===== src/rtl/ahb_bus_arbiter.sv =====
// Three-way AHB master-port arbiter (TLB, L1, external master) with a one-cycle handover gap and an advisory yield request to a long-holding external master.
// Build option: define ARB_RR_EN for round-robin selection; fixed priority req[0] > req[1] > req[2] otherwise.
module ahb_bus_arbiter #(
  parameter int EXT_MAX_HOLD = 256,
  parameter int HOLD_W       = 9
) (
  input  logic       clk,
  input  logic       rst,
  input  logic [2:0] req,
  output logic [2:0] ack,
  output logic [1:0] owner,
  output logic       bus_busy,
  input  logic [1:0] htrans_cur,
  input  logic       hmastlock_cur,
  input  logic       hready,
  output logic       ext_yield_req
);

  localparam logic [1:0]        ST_IDLE    = 2'd0;
  localparam logic [1:0]        ST_GRANT   = 2'd1;
  localparam logic [1:0]        ST_GAP     = 2'd2;
  localparam logic [1:0]        OWNER_NONE = 2'd3;
  localparam logic [1:0]        HTRANS_IDLE = 2'b00;
  localparam logic [HOLD_W-1:0] HOLD_SAT   = '1;
  localparam logic [HOLD_W-1:0] HOLD_LIMIT = HOLD_W'(EXT_MAX_HOLD);

  logic [1:0]        state_q, state_d;
  logic [2:0]        ack_q, ack_d;
  logic [1:0]        owner_q, owner_d;
  logic [HOLD_W-1:0] hold_cnt_q, hold_cnt_d;
  logic              ext_yield_q, ext_yield_d;
  logic [1:0]        winner;
  logic              release_ok;

  function automatic logic [1:0] next_idx(input logic [1:0] idx);
    return (idx == 2'd2) ? 2'd0 : idx + 2'd1;
  endfunction

`ifdef ARB_RR_EN
  logic [1:0] rr_ptr_q, rr_ptr_d;
  logic [1:0] cand;

  always_comb begin
    winner = OWNER_NONE;
    cand   = rr_ptr_q;
    for (int k = 0; k < 3; k++) begin
      if (winner == OWNER_NONE && req[cand]) winner = cand;
      cand = next_idx(cand);
    end
  end

  assign rr_ptr_d = (state_q == ST_IDLE && |req) ? next_idx(winner) : rr_ptr_q;

  always_ff @(posedge clk or negedge rst) begin
    if (!rst) rr_ptr_q <= 2'd0;
    else      rr_ptr_q <= rr_ptr_d;
  end
`else
  always_comb begin
    if (req[0])      winner = 2'd0;
    else if (req[1]) winner = 2'd1;
    else if (req[2]) winner = 2'd2;
    else             winner = OWNER_NONE;
  end
`endif

  // The owner may only let go once it has dropped req and the bus is quiet and unlocked.
  assign release_ok = !(|(req & ack_q)) && !hmastlock_cur && hready && (htrans_cur == HTRANS_IDLE);

  // NOTE: every always_comb output gets a default first, so no path can infer a latch.
  always_comb begin
    state_d     = state_q;
    ack_d       = ack_q;
    owner_d     = owner_q;
    hold_cnt_d  = hold_cnt_q;
    ext_yield_d = 1'b0;
    case (state_q)
      ST_IDLE: begin
        if (|req) begin
          ack_d   = 3'b001 << winner;
          owner_d = winner;
          state_d = ST_GRANT;
        end
      end
      ST_GRANT: begin
        if (release_ok) begin
          ack_d      = 3'b000;
          owner_d    = OWNER_NONE;
          hold_cnt_d = '0;
          state_d    = ST_GAP;
        end else if (owner_q == 2'd2) begin
          hold_cnt_d  = (hold_cnt_q == HOLD_SAT) ? hold_cnt_q : hold_cnt_q + 1'b1;
          ext_yield_d = (hold_cnt_q >= HOLD_LIMIT) && (req[0] | req[1]);
        end
      end
      ST_GAP:  state_d = ST_IDLE;
      default: begin
        state_d    = ST_IDLE;
        ack_d      = 3'b000;
        owner_d    = OWNER_NONE;
        hold_cnt_d = '0;
      end
    endcase
  end

  // NOTE: sequential state uses non-blocking assignments so all flops update from pre-edge values.
  always_ff @(posedge clk or negedge rst) begin
    if (!rst) begin
      state_q     <= ST_IDLE;
      ack_q       <= 3'b000;
      owner_q     <= OWNER_NONE;
      hold_cnt_q  <= '0;
      ext_yield_q <= 1'b0;
    end else begin
      state_q     <= state_d;
      ack_q       <= ack_d;
      owner_q     <= owner_d;
      hold_cnt_q  <= hold_cnt_d;
      ext_yield_q <= ext_yield_d;
    end
  end

  assign ack           = ack_q;
  assign owner         = owner_q;
  assign bus_busy      = |ack_q;
  assign ext_yield_req = ext_yield_q;

  ack_onehot0: assert property (@(posedge clk) disable iff (!rst) $onehot0(ack_q));

endmodule


===== config.mk =====
export PLATFORM = sky130hd
export DESIGN_NAME = ahb_bus_arbiter
export DESIGN_NICKNAME = d
export VERILOG_FILES = /design/src/rtl/ahb_bus_arbiter.sv
export SDC_FILE = /design/constraint.sdc
export NUM_CORES = 1
export LEC_CHECK = 0
export CORE_MARGIN = 2
export CORE_UTILIZATION = 35
export CTS_CLUSTER_SIZE = 16
export DETAILED_ROUTE_END_ITERATION = 8
export HOLD_SLACK_MARGIN = 0.15
export PLACE_DENSITY_LB_ADDON = 0.2
export SYNTH_ARGS = -nofsm -noshare
export SYNTH_HDL_FRONTEND = slang
export SYNTH_SLANG_ARGS = --single-unit

===== constraint.sdc =====
create_clock -name clk -period 3.06 [get_ports clk]
set_clock_uncertainty 0.15 [all_clocks]
set_input_delay 0.612 -clock clk [delete_from_list [all_inputs] [get_ports clk]]
set_output_delay 0.612 -clock clk [all_outputs]
set_load 0.05 [all_outputs]

* Word level (Yosys, flattened, before mapping)
Cells that the tools add are included.
** Operators by class
- Bitwise operators :: 4
- Reductions and logical operators :: 15
- Equality and inequality tests :: 8
- Magnitude comparators :: 1
- Mux-type cells :: 19
- Add/sub/neg operators :: 1
- Shifts and indexed selects :: 1
** Operators with widths (count)
- $mux 9 :: 3
- $pmux 9 s2 :: 1
- $mux 2 :: 6
- $add 9x1->9 const B :: 1
- $eq 9x9->1 const B :: 1
- $ge 9x9->1 const B :: 1
- $pmux 3 s3 :: 1
- $reduce_or 3->1 :: 3
- $mux 3 :: 2
- $ne 3x3->1 const B :: 2
- $pmux 2 s3 :: 1
- $reduce_and 3->1 :: 2
- $eq 2x2->1 const B :: 2
- $logic_and 1x1->1 :: 4
- $logic_not 2->1 :: 2
- $mux 1 :: 4
- $ne 2x2->1 const B :: 2
- $pmux 2 s2 :: 1
- $and 3x3->3 :: 1
- $shl 1x2->3 const A :: 1
- $eq 2x1->1 const B :: 1
- $logic_not 1->1 :: 2
- $not 1->1 :: 2
- $reduce_and 2->1 :: 1
- 2 further kinds :: 2
** Storage, ports and cells
- Output and inout bits :: 7
- Input port bits :: 9
- Register bits after elaboration :: 17

* Depth between registers and ports, before layout
Gate-level depths: netlist of the first run.
- Depth after elaboration :: 8
- Depth in mapped cells :: 10
- Depth with buffers taken out :: 9

* Worst setup path before layout of the first run
No wires, ideal clock.
- Path kind :: register to register
- Start :: register hold_cnt_q[0]
- End :: register hold_cnt_q[6]
- Data arrival time :: 2.133 ns
- Stages on the path, launching flop included :: 9
- Buffers on the path :: 0
- Period minus slack after synthesis :: 2.409 ns
- Data required time :: 2.784 ns
- Slack :: 0.651 ns
- Cell sequence :: dfrtp_1 -> ha_1 -> nand3_1 -> or2_2 -> nor2_1 -> ha_1 -> or3b_2 -> a21bo_2 -> a221o_1
** Between the ends
- Longest elaborated chain between the ends :: 5
- Elaborated cells on any way between the ends :: 8
** RTL lines
- start: declaration :: RTL line 30 : logic [HOLD_W-1:0] hold_cnt_q, hold_cnt_d;
- start signal: assignment :: RTL line 118 : hold_cnt_q <= hold_cnt_d;
- $add 9x1->9 :: RTL line 92 : hold_cnt_d = (hold_cnt_q == HOLD_SAT) ? hold_cnt_q : hold_cnt_q + 1'b1;
- $mux 9 :: RTL line 92
- $mux 9 :: RTL line 91 : end else if (owner_q == 2'd2) begin
- $mux 9 :: RTL line 86 : if (release_ok) begin
- $pmux 9 s2 :: RTL line 77 : case (state_q)
Several ways; a longest one is shown, not always the timed one. The select of a mux whose other input is x is not followed.
A chain may end at the register's enable or synchronous reset.

* Final worst setup path of the first run
Ends and elaborated chain as after synthesis.

==> results of run 1 <==
## routing by layer
metal | up-vias | wire, um | global-route usage
li1 | 373 | - | -
met1 | 387 | 926 | 0.2000
met2 | 23 | 943 | 0.2401
met3 | 2 | 122 | 0.05738
met4 | 0 | 15 | 0.04583
met5 | - | 0 | 0
## cells by family after synthesis
family,after synthesis
buf+inv,5
xor+xnor,2
mux,1
compound gates,28
simple gates,35
fa+ha+maj,2
flops,17
## sequential cells by signal, summed over array words and instances, names as in the netlist
signal,cells
ext_yield_req,1
owner,2
hold_cnt_q,9
ack,3
state_q,2
## worst max-delay path: stages, from the launching register on
cell and delay (ps):
dfrtp_1 440, ha_1 250, nand3_1 120, or2_2 140
nor2_1 50, ha_1 160, or3b_2 510, a21bo_2 300
a221o_1 360
## power breakdown
| part | internal, uW | switching [uW] | total, uW |
|---|---|---|---|
| clock network | 50.7 | 73.1 | 124 |
| registers | 300 | 96.8 | 397 |
| logic | 204 | 307 | 511 |
| total | 554 | 477 | 1030 |
## Yosys cell counts (2+ instances only)
cell type and instances:
nand3_1 6, nor2_1 8, o21ai_0 6, nor3_1 3
and3_1 3, nand2_1 5, a221o_1 2, a22o_2 4
dfstp_2 2, a21oi_1 4, o22a_1 2, dfrtp_1 15
ha_1 2, inv_1 2, or2_2 3, clkbuf_1 2
nor2b_1 2
## area by class of cell
| class | instances | share of cell area |
|---|---|---|
| inverters | 2 | 0.006757 |
| flip-flops and latches | 17 | 0.3851 |
| clock buffers | 4 | 0.02365 |
| repair buffers | 16 | 0.1419 |
| well taps | 30 | 0.03378 |
| multi-input cells | 68 | 0.4088 |
## through the flow
| step | power, uW | instance area [um2] |
|---|---|---|
| after detailed placement | 910.9 | 1085 |
| final | 1031 | 1111 |
| after floorplan | 743.1 | 902.1 |
| after global placement | 905.0 | 1085 |
| after CTS | 1039 | 1111 |
| after global routing | 1099 | 1111 |
## path summary, 6_finish.rpt
path,cells after the start,end,from,slack [ps]
max,8,hold_cnt_q[6],hold_cnt_q[0],480
min,2,owner[0],owner[0],370
max reg2reg,8,hold_cnt_q[6],hold_cnt_q[0],480
min reg2reg,2,owner[0],owner[0],370
max in group asynchronous,1,hold_cnt_q[1],rst,1650
min in group asynchronous,1,ack[1],rst,620
==> run summary, run 1 <==
The run gives 0.0004898 uW as the reported leakage power. From synthesis to final layout, the design area changed by 23.16%. Hold repair after CTS inserted 0 buffers. The tools report the number of diodes as 0.

STA classifies the critical path startpoint as a flop. The pin slew with the least headroom to its limit is 790.8 ps, and the initial antenna violation count is 0. Share of the core filled with cells in the final layout: 0.4526. The logs give 18 for the pin count of the biggest net entering global routing and 0.3675 for the effective utilization at floorplan. The part of the cycle the worst path needs was 0.8420. XOR/XNOR share of the synthesized area: 0.01942.

TritonCTS built the clock tree. The critical setup path kind was reg2reg. The multi-input combinational cells in the finished layout cover a total of 454.2 um2. The number of gates resized after CTS was 0.

Critical path endpoint category: a flop. Using the TritonRoute via totals, the vias-per-cell ratio works out to 5.730. The wire length of the first global-routing pass is 3.277 mm. Setup violations remaining at the end of the flow were counted as 0. After the flow finishes, the layout carries non-filler instances totaling 137. No sink is reached through more buffers than the 2 on the longest clock path. The synthesized net count is 101.

Class of the tightest hold or removal check: reg2reg. The flow ran to the end, and the final reports show no timing, DRC or antenna violations. The area of the mapped netlist is 902.1 um2.

The total area of sequential cells was 427.9 um2; the hold violation count in the final report was 0. Derived from the worst setup path, the maximum achievable clock frequency is 388.1 MHz. VDD sags by at most 424.3 uV.

The number of buffers inserted to repair setup after CTS came out at 0. Portion of netlist area occupied by mux cells: 0.01248. The post-synthesis cell count was 90. The combinational family with the most area after synthesis was compound AO/OA/AOI/OAI gates.

The die covers 0.003000 mm2. The logs give 368.0 ps for the worst slack on hold paths and 3 for the TritonCTS buffer count. The layout cell share with drive strength beyond 1 was 0.1869; the post-detailed-route DRC marker count was 0.

The share of flip-flops with an asynchronous set or reset after synthesis is 1.000. The detailed router placed 785 vias in this run. The tools report the clock tree root driver cell as clkbuf_4.

For the worst-skew pair, the clock arrives at the later sink with an insertion delay of 290 ps. By area the synthesized netlist is led by dfrtp_1, dfstp_2, a22o_2. The tools report the number of global-route vias before repair as 743.

The number of top-level pins is 16. Count of buffers from port buffering: 15. The number of placement rows is 18, and the top-area cell type share of the netlist area is 0.4161.

The clock drives 17 sinks. Among all flip-flop cells after synthesis, the most frequent one is dfrtp_1. The HPWL after detailed placement is 1.402 mm. The synthesized design contains 0 enable-type register cells. Along the worst path, the maximum fanout reaches 8.

The tools report the placeable core region as 0.002455 mm2. The area fraction in and, or, nand and nor cells after synthesis came out at 0.2067. The synthesized design spends more area on one cell type than any other, namely dfrtp_1. Prior to clock tree synthesis, the placed netlist has a worst setup slack of 336.4 ps. For this run, the post-layout net count is 119.

The power per unit of standard cell area is 928.2 mW/mm2, and the detailed-router iteration count before antenna repair is 4. The run gives 3100 ps as the required time reported for the critical path endpoint. After synthesis the netlist holds a flip-flop and latch count of 17.

The logs give 0 for the warning count from the yosys run and 0 ps for the setup TNS. The area fraction in compound gates after synthesis was 0.2372; the clock transition at the register clock pins on the worst setup and hold paths after CTS was 110 ps. Post-synthesis sequential area ratio: 0.4743. The mean area per synthesized cell was 10.02 um2. The routed design has 2.008 mm of wire.

The tools report the final number of max-transition violations as 0. The first-iteration detailed-routing DRC count came out at 24. The detail route stage leaves a number of antenna-violating nets equal to 0.

The netlist uses 36 different library cells. The minimum clock period came out at 2576 ps. Remaining max-slew budget at the tightest pin: 0.4712. The remaining global-route overflow is 0.

The die is 54.77 um wide. Setup repair after global routing left no endpoint under its margin. STA puts the critical path data arrival time at 2610 ps. The placed instance count came out at 133. The run gives 0.7778 as the final RePlAce weighted congestion. Measured along the y axis, the die boundary spans 54.77 um.

For the total track usage, the log shows 0.1550. The adder-cell share of the synthesized area came out at 0.02774. Leaving out fill and tap cells, the most frequent cells in the layout are dfrtp_1, clkdlybuf4s50_1, nor2_1, nand3_1, o21ai_0. The tools report the final worst setup slack as 483.5 ps. Wire length per cell: 14.66 um.

For the count of H-tree levels built during CTS, the log shows 1. The tools report the total of max-cap violations as 0. The filler cells instantiated in the layout total 244.
No activity file was read; power rests on OpenSTA's default activity.
==> run 2, diff against run 1 <==
==> constraint.sdc (replaced) <==
create_clock -name clk -period 2.45 [get_ports clk]
set_clock_uncertainty 0.15 [all_clocks]
set_input_delay 0.49 -clock clk [delete_from_list [all_inputs] [get_ports clk]]
set_output_delay 0.49 -clock clk [all_outputs]
set_load 0.05 [all_outputs]
==> run summary, run 2 (synthesis gave the netlist of run 1 again) <==
The cell with the biggest individual delay on the critical path was or3b_4 (was or3b_2). The number of global-route vias before repair came out at 817 (was 743). Register containing the most flip-flops in the final layout: hold_cnt_q (unchanged).

Setup repair after global routing left no endpoint under its margin. The total number of clock tree sinks was 17 (unchanged); the number of placement rows was 18 (unchanged). The critical hold path startpoint was owner[0] (unchanged). The initial antenna violation count was 0 (unchanged); the placed instance count was 144 (was 133). The layout cell share with drive strength beyond 1 is 0.3089 (was 0.1869). TritonCTS built the clock tree. The logs give 153 (was 137) for the number of standard cells in the final layout excluding fillers and 21 (was 24) for the first-iteration detailed-routing DRC count. The number of antenna-violating nets in the routed design is 0 (unchanged), and the full die area is 0.003000 mm2 (unchanged). Placeable core region: 0.002455 mm2 (unchanged). The tools report the launching instance or port of the critical path as hold_cnt_q[0] (unchanged). The via total after detailed routing was 821 (was 785); the part of the cycle the worst path needs was 0.9474 (was 0.8420). The largest incremental delay on the critical path is 420 ps (was 510 ps). Maximum fanout encountered on the critical timing path: 5 (was 8). The critical path endpoint category was a flop (unchanged). The tools report the count of H-tree levels built during CTS as 1 (unchanged). For the effective utilization at floorplan, the log shows 0.3675 (unchanged). The run gives 0 (unchanged) as the hold-fix buffer count after cts. The detailed-route wire length came out at 2.077 mm (was 2.008 mm). Count of buffers from port buffering: 15 (unchanged). The startpoint type of the worst setup path is a flop (unchanged).

The run gives 16 (unchanged) as the number of top-level pins. The reported leakage power was 0.0005850 uW (was 0.0004898 uW); the clock transition at the register clock pins on the worst setup and hold paths after CTS was 100 ps (was 110 ps). The remaining max-slew budget at the tightest pin came out at 0.6673 (was 0.4712). The critical setup path kind is reg2reg (unchanged). The tools report the TritonCTS buffer count as 3 (unchanged). The largest voltage drop on the vdd net was 573.0 uV (was 424.3 uV). The maximum clock frequency is 430.8 MHz (was 388.1 MHz). The minimum clock period is 2321 ps (was 2576 ps).

The pin slew with the least headroom to its limit works out to 497.4 ps (was 790.8 ps). For the required time reported for the critical path endpoint, the log shows 2530 ps (was 3100 ps). The run gives 18 (unchanged) as the pin count of the biggest net entering global routing. Clock insertion delay at the later pin of the skew report: 280 ps (was 290 ps). The total chip power was 1431 uW (was 1031 uW); the flip-flop count of the largest register, all copies and words added was 9 (unchanged).

The number of diodes came out at 0 (unchanged). The multi-input logic area is 483.0 um2 (was 454.2 um2), and the number of nets at the end of the flow is 135 (was 119). The final number of max-transition violations was 0 (unchanged); the horizontal die dimension was 54.77 um (unchanged). The flow ran to the end, and the final reports show no timing, DRC or antenna violations. The clock tree root driver cell was clkbuf_4 (unchanged). The class of the tightest hold or removal check is reg2reg (unchanged). The wire length per cell is 13.58 um (was 14.66 um), and the remaining global-route overflow is 0 (unchanged). The final count of negative-setup-slack endpoints was 0 (unchanged). The power per unit of standard cell area is 1130 mW/mm2 (was 928.2 mW/mm2), and the total half-perimeter wirelength after legalization and detailed placement is 1.456 mm (was 1.402 mm). The number of buffers and inverters on the critical path was 2 (was 0); the summed area of non-filler cells in the final layout was 0.001266 mm2 (was 0.001111 mm2).

The most common library cell in the layout ignoring fill and taps is buf_4. The maximum count of clock buffers along a single path was 2 (unchanged). Highest-count cells in the layout ignoring fill and taps: buf_4, dfrtp_1, clkdlybuf4s50_1, nor2_1, o21ai_0 (was dfrtp_1, clkdlybuf4s50_1, nor2_1, nand3_1, o21ai_0). Instance area at placement: 0.001167 mm2 (was 0.001085 mm2). The total of max-cap violations is 0 (unchanged).

Wire length of the first global-routing pass: 3.422 mm (was 3.277 mm). The run gives 0 (unchanged) as the hold violation count in the final report. The logs give 2400 ps (was 2610 ps) for the arrival time reported for the critical path endpoint and 0 (unchanged) for the post-detailed-route DRC marker count. The signed area change from the synthesized netlist to the final layout came out at 40.36% (was 23.16%). The tools report the total track usage as 0.1590 (was 0.1550). The family with the most delay on the worst path is simple AND/OR/NAND/NOR gates (unchanged).

For the total area of sequential cells, the log shows 427.9 um2 (unchanged). The detailed-router iteration count before antenna repair is 4 (unchanged). The tools report the final RePlAce weighted congestion as 0.8234 (was 0.7778).

The startpoint of the most critical register-to-register path was hold_cnt_q[0] (unchanged). The vertical extent of the die is 54.77 um (unchanged). Ordered list of cells on the worst path: ha_1 > nand3_2 > or2_4 > nor2_1 > ha_1 > or3b_4 > a211oi_4 > buf_4 > buf_4 > a22o_2 (was ha_1 > nand3_1 > or2_2 > nor2_1 > ha_1 > or3b_2 > a21bo_2 > a221o_1).

The filler cell count is 231 (was 244), and the number of vias per cell after detailed routing is 5.366 (was 5.730).
-- run 2: cell count changes in the layout (fill, tap and decap cells not counted), sizes merged --
cell / previous run / this run
buf: 1 / 17
clkdlybuf4s50: 15 / 14
dlymetal6s2s: 0 / 1
-- run 2: final cells by class --
type | count | share of cell area
clock buffer | 4 | 0.02075
inverter | 2 | 0.005929
multi-input combinational | 68 | 0.3814
sequential | 17 | 0.3379
timing repair buffer | 32 | 0.2243
tap | 30 | 0.02964
-- run 2: final timing paths --
kind,end,slack [ps],cells after the start
worst max-delay path,hold_cnt_q[1],130,10
worst min-delay path,owner[0],380,2
worst max register to register,hold_cnt_q[1],130,10
worst min register to register,owner[0],380,2
max in group asynchronous,owner[0],1510,2
min in group asynchronous,ack[2],390,2
-- run 2: stage by stage --
stage / worst slack (ps) / utilization / hold WS [ps] / TNS (ps)
final: 128.8 / 0.5158 / 376.2 / 0
after global routing: 10.44 / 0.5158 / 389.3 / 0
after CTS: 10.68 / 0.4949 / 363.5 / 0
after detailed placement: -5.852 / 0.4755 / 350.0 / -10.82
after global placement: 47.20 / 0.4755 / 353.8 / 0
after floorplan: 41.48 / - / 44.41 / 0
-- run 2: layer usage --
layer  GRT usage  vias to the layer above  share of wire
met5           0                        -              0
met4     0.06250                        0         0.0058
met3     0.03279                        2          0.055
met2      0.2480                       20           0.47
met1      0.2140                      393           0.47
li1            -                      406              -
-- run 2: timing repair --
item	4_1_cts	5_1_grt
pin swaps	0	2
gates resized for setup	1	9
setup buffers	2	2
setup endpoints to repair	2	9
gates cloned	0	1
-- run 2: where the power goes --
part | total (uW) | switching (uW) | leakage, uW | internal [uW]
combinational | 794 | 432 | 0.000349 | 362
sequential | 487 | 112 | 0.000221 | 375
clock | 150 | 87.1 | 0.0000150 | 63.1
-- run 2: worst reg2reg max path, cell delays in order (launching register included) --
cell      delay, ps
dfrtp_1         390
ha_1            220
nand3_2          90
or2_4           120
nor2_1           40
ha_1            170
or3b_4          420
a211oi_4        270
buf_4           190
buf_4           110
a22o_2          110
==> run 3, diff against run 2 <==
--- a/config.mk
+++ b/config.mk
@@ -7,7 +7,7 @@
 export LEC_CHECK = 0
 export CORE_MARGIN = 2
 export CORE_UTILIZATION = 35
-export CTS_CLUSTER_SIZE = 16
+export CTS_CLUSTER_SIZE = 8
 export DETAILED_ROUTE_END_ITERATION = 8
 export HOLD_SLACK_MARGIN = 0.15
 export PLACE_DENSITY_LB_ADDON = 0.2
==> constraint.sdc (replaced) <==
create_clock -name clk -period 2.45 [get_ports clk]
set_clock_uncertainty 0.15 [all_clocks]
set_input_delay 0.49 -clock clk [delete_from_list [all_inputs] [get_ports clk]]
set_output_delay 0.49 -clock clk [all_outputs]
set_load 0.005 [all_outputs]
==> run summary, run 3 (synthesis gave the netlist of run 1 again) <==
The flow ran to the end, and the final reports show no timing, DRC or antenna violations. For the number of standard cells in the final layout excluding fillers, the log shows 154 (was 153). The share of the core filled with cells in the final layout is 0.5148 (was 0.5158), and the combinational cell fraction of total power is 0.495 (was 0.555). The critical path endpoint category was a flop (unchanged). Horizontal die dimension: 54.77 um (unchanged).

For the first-iteration detailed-routing DRC count, the log shows 13 (was 21). The maximum fanout encountered on the critical timing path is 5 (unchanged), and the cell count of the worst hold path is 2 (unchanged). The number of vias per cell after detailed routing is 5.351 (was 5.366), and the count of buffers from port buffering is 15 (unchanged).

Placed instance count: 144 (unchanged). The switching power as a share of total power is 0.3560 (was 0.4410). For the register-to-register setup slack, the log shows 110 ps (was 130 ps). Number of buffers and inverters on the critical path: 2 (unchanged). The end of the worst register-to-register path was hold_cnt_q[1] (unchanged). The portion of total power attributed to the clock network is 0.119 (was 0.105), and the full die area is 0.003000 mm2 (unchanged). The remaining max-slew budget at the tightest pin was 0.7287 (was 0.6673).

Logic depth of the worst register-to-register path: 10 (unchanged). Class of the tightest hold or removal check: reg2reg (unchanged). The pin count of the biggest net entering global routing is 18 (unchanged), and the number of nets at the end of the flow is 136 (was 135). The wire length per cell came out at 13.77 um (was 13.58 um).

The count of H-tree levels built during CTS is 1 (unchanged), and the initial antenna violation count is 0 (unchanged). The logs give 0 (unchanged) for the final count of negative-setup-slack endpoints and 1.456 mm (unchanged) for the total half-perimeter wirelength after legalization and detailed placement. The logs give 3 (unchanged) for the TritonCTS buffer count and 0 (unchanged) for the post-detailed-route DRC marker count. TritonCTS built the clock tree. The placeable core region is 0.002455 mm2 (unchanged). The reported leakage power is 0.0005787 uW (was 0.0005850 uW), and the layout cell share with drive strength beyond 1 is 0.3065 (was 0.3089). Critical setup path kind: reg2reg (unchanged). The run gives 0.386 (was 0.340) as the fraction of power consumed by sequential logic. The wire length of the first global-routing pass was 3.422 mm (unchanged). The most common library cell in the layout ignoring fill and taps was buf_4 (unchanged).

The family with the most delay on the worst path is simple AND/OR/NAND/NOR gates (unchanged). The run gives 817 (unchanged) as the number of global-route vias before repair. The design internal power came out at 808.9 uW (was 799.9 uW).

Ordered list of cells on the worst path: ha_1 > nand3_1 > or2_2 > nor2_1 > ha_1 > or3b_4 > a211oi_4 > buf_4 > buf_4 > a22o_2 (was ha_1 > nand3_2 > or2_4 > nor2_1 > ha_1 > or3b_4 > a211oi_4 > buf_4 > buf_4 > a22o_2). Clock transition at the register clock pins on the worst setup and hold paths after CTS: 100 ps (about the same). The number of antenna-violating nets in the routed design is 0 (unchanged), and the part of the cycle the worst path needs is 0.9567 (was 0.9474). The hold violation count in the final report is 0 (unchanged), and the flip-flop count of the largest register, all copies and words added is 9 (unchanged). The logs give 0 (unchanged) for the final number of max-transition violations and 2 (unchanged) for the maximum count of clock buffers along a single path. The tools report the number of diodes as 0 (unchanged). The clock tree root driver cell is clkbuf_4 (unchanged). The remaining global-route overflow was 0 (unchanged). Highest-count cells in the layout ignoring fill and taps: buf_4, dfrtp_1, clkdlybuf4s50_1, nor2_1 (was buf_4, dfrtp_1, clkdlybuf4s50_1, nor2_1, o21ai_0). The tools report the detailed-route wire length as 2.120 mm (was 2.077 mm). The total of max-cap violations is 0 (unchanged). The detailed-router iteration count before antenna repair was 5 (was 4). The startpoint of the most critical register-to-register path is hold_cnt_q[0] (unchanged).

The cell with the biggest individual delay on the critical path is or3b_4 (unchanged). The worst slack on hold paths was 381.1 ps (was 376.2 ps). Effective utilization at floorplan: 0.3675 (unchanged). The vertical extent of the die is 54.77 um (unchanged), and the clock insertion delay at the later pin of the skew report is 280 ps (about the same). Endpoint with the worst hold slack: owner[0] (unchanged). The required time reported for the critical path endpoint is 2530 ps (about the same), and the total track usage is 0.1590 (unchanged).

The number of placement rows is 18 (unchanged). The power per unit of standard cell area is 993.9 mW/mm2 (was 1130 mW/mm2). The via total after detailed routing came out at 824 (was 821). The setup TNS was 0 ps (unchanged); the final worst setup slack was 106.2 ps (was 128.8 ps). The largest voltage drop on the vdd net is 545.0 uV (was 573.0 uV), and the pin slew with the least headroom to its limit is 407.0 ps (was 497.4 ps). The switching power total is 447.1 uW (was 631.1 uW), and the final RePlAce weighted congestion is 0.8234 (unchanged). The largest incremental delay on the critical path is 410 ps (was 420 ps). The register containing the most flip-flops in the final layout was hold_cnt_q (unchanged). The signed area change from the synthesized netlist to the final layout was 40.08% (was 40.36%). The number of logic stages on the critical path including buffering is 10 (unchanged).

The minimum clock period was 2344 ps (was 2321 ps); the maximum clock frequency was 426.7 MHz (was 430.8 MHz). Critical hold path startpoint: owner[0] (unchanged). The tools report the worst slack at placement as -5.852 ps (unchanged). The logs give 17 (unchanged) for the total number of clock tree sinks and 16 (unchanged) for the number of top-level pins. The arrival time reported for the critical path endpoint came out at 2420 ps (was 2400 ps).

The startpoint type of the worst setup path is a flop (unchanged).
[run 3: worst register-to-register path: cells and delay by family, from the launching register on]
family / cells / cell delay [ps]
AND/OR/NAND/NOR: 4 / 690
flip-flops: 1 / 390
AO/OA/AOI/OAI: 2 / 390
adder cells (fa/ha/maj): 2 / 380
buffers and inverters: 2 / 300
[run 3: power groups by stage]
stage	Sequential (uW)	Clock, uW	Combinational [uW]
floorplan	454	0	287
global placement	486	0	504
detailed placement	486	0	510
CTS	481	153	543
global route	502	166	674
finish	485	149	622
[run 3: worst max path at each step]
stage / end / start
final: hold_cnt_q[1] / hold_cnt_q[0]
after global routing: hold_cnt_q[6] / hold_cnt_q[0]
after CTS: hold_cnt_q[5] / hold_cnt_q[0]
after detailed placement: hold_cnt_q[6] / hold_cnt_q[0]
after global placement: hold_cnt_q[6] / hold_cnt_q[0]
after floorplan: hold_cnt_q[6] / hold_cnt_q[0]
[run 3: cell type report]
type	instances	area, um2
Sequential cell	17	427.9
Inverter	2	7.507
Multi-Input combinational cell	68	475.5
Tap cell	30	37.54
Timing Repair Buffer	33	289.0
Fill cell	233	1191
Clock buffer	4	26.28
[run 3: timing repair]
action / CTS / global route
pin swaps: 0 / 2
resized for setup: 1 / 6
gates cloned: 0 / 1
hold buffers: 0 / 0
setup buffers: 2 / 3
endpoints found under the setup margin: 2 / 8
[run 3: per-stage QoR]
step	instance area [um2]	power [uW]
6_report	1264	1256
5_1_grt	1264	1341
4_1_cts	1215	1178
3_5_place_dp	1167	996.6
3_3_place_gp	1167	989.9
2_1_floorplan	902.1	741.1
[run 3: per-layer routing]
layer | up-vias | part of all wire | track usage
li1 | 408 | - | -
met1 | 400 | 0.48 | 0.2140
met2 | 14 | 0.47 | 0.2480
met3 | 2 | 0.049 | 0.03279
met4 | 0 | 0.0057 | 0.06250
met5 | - | 0 | 0
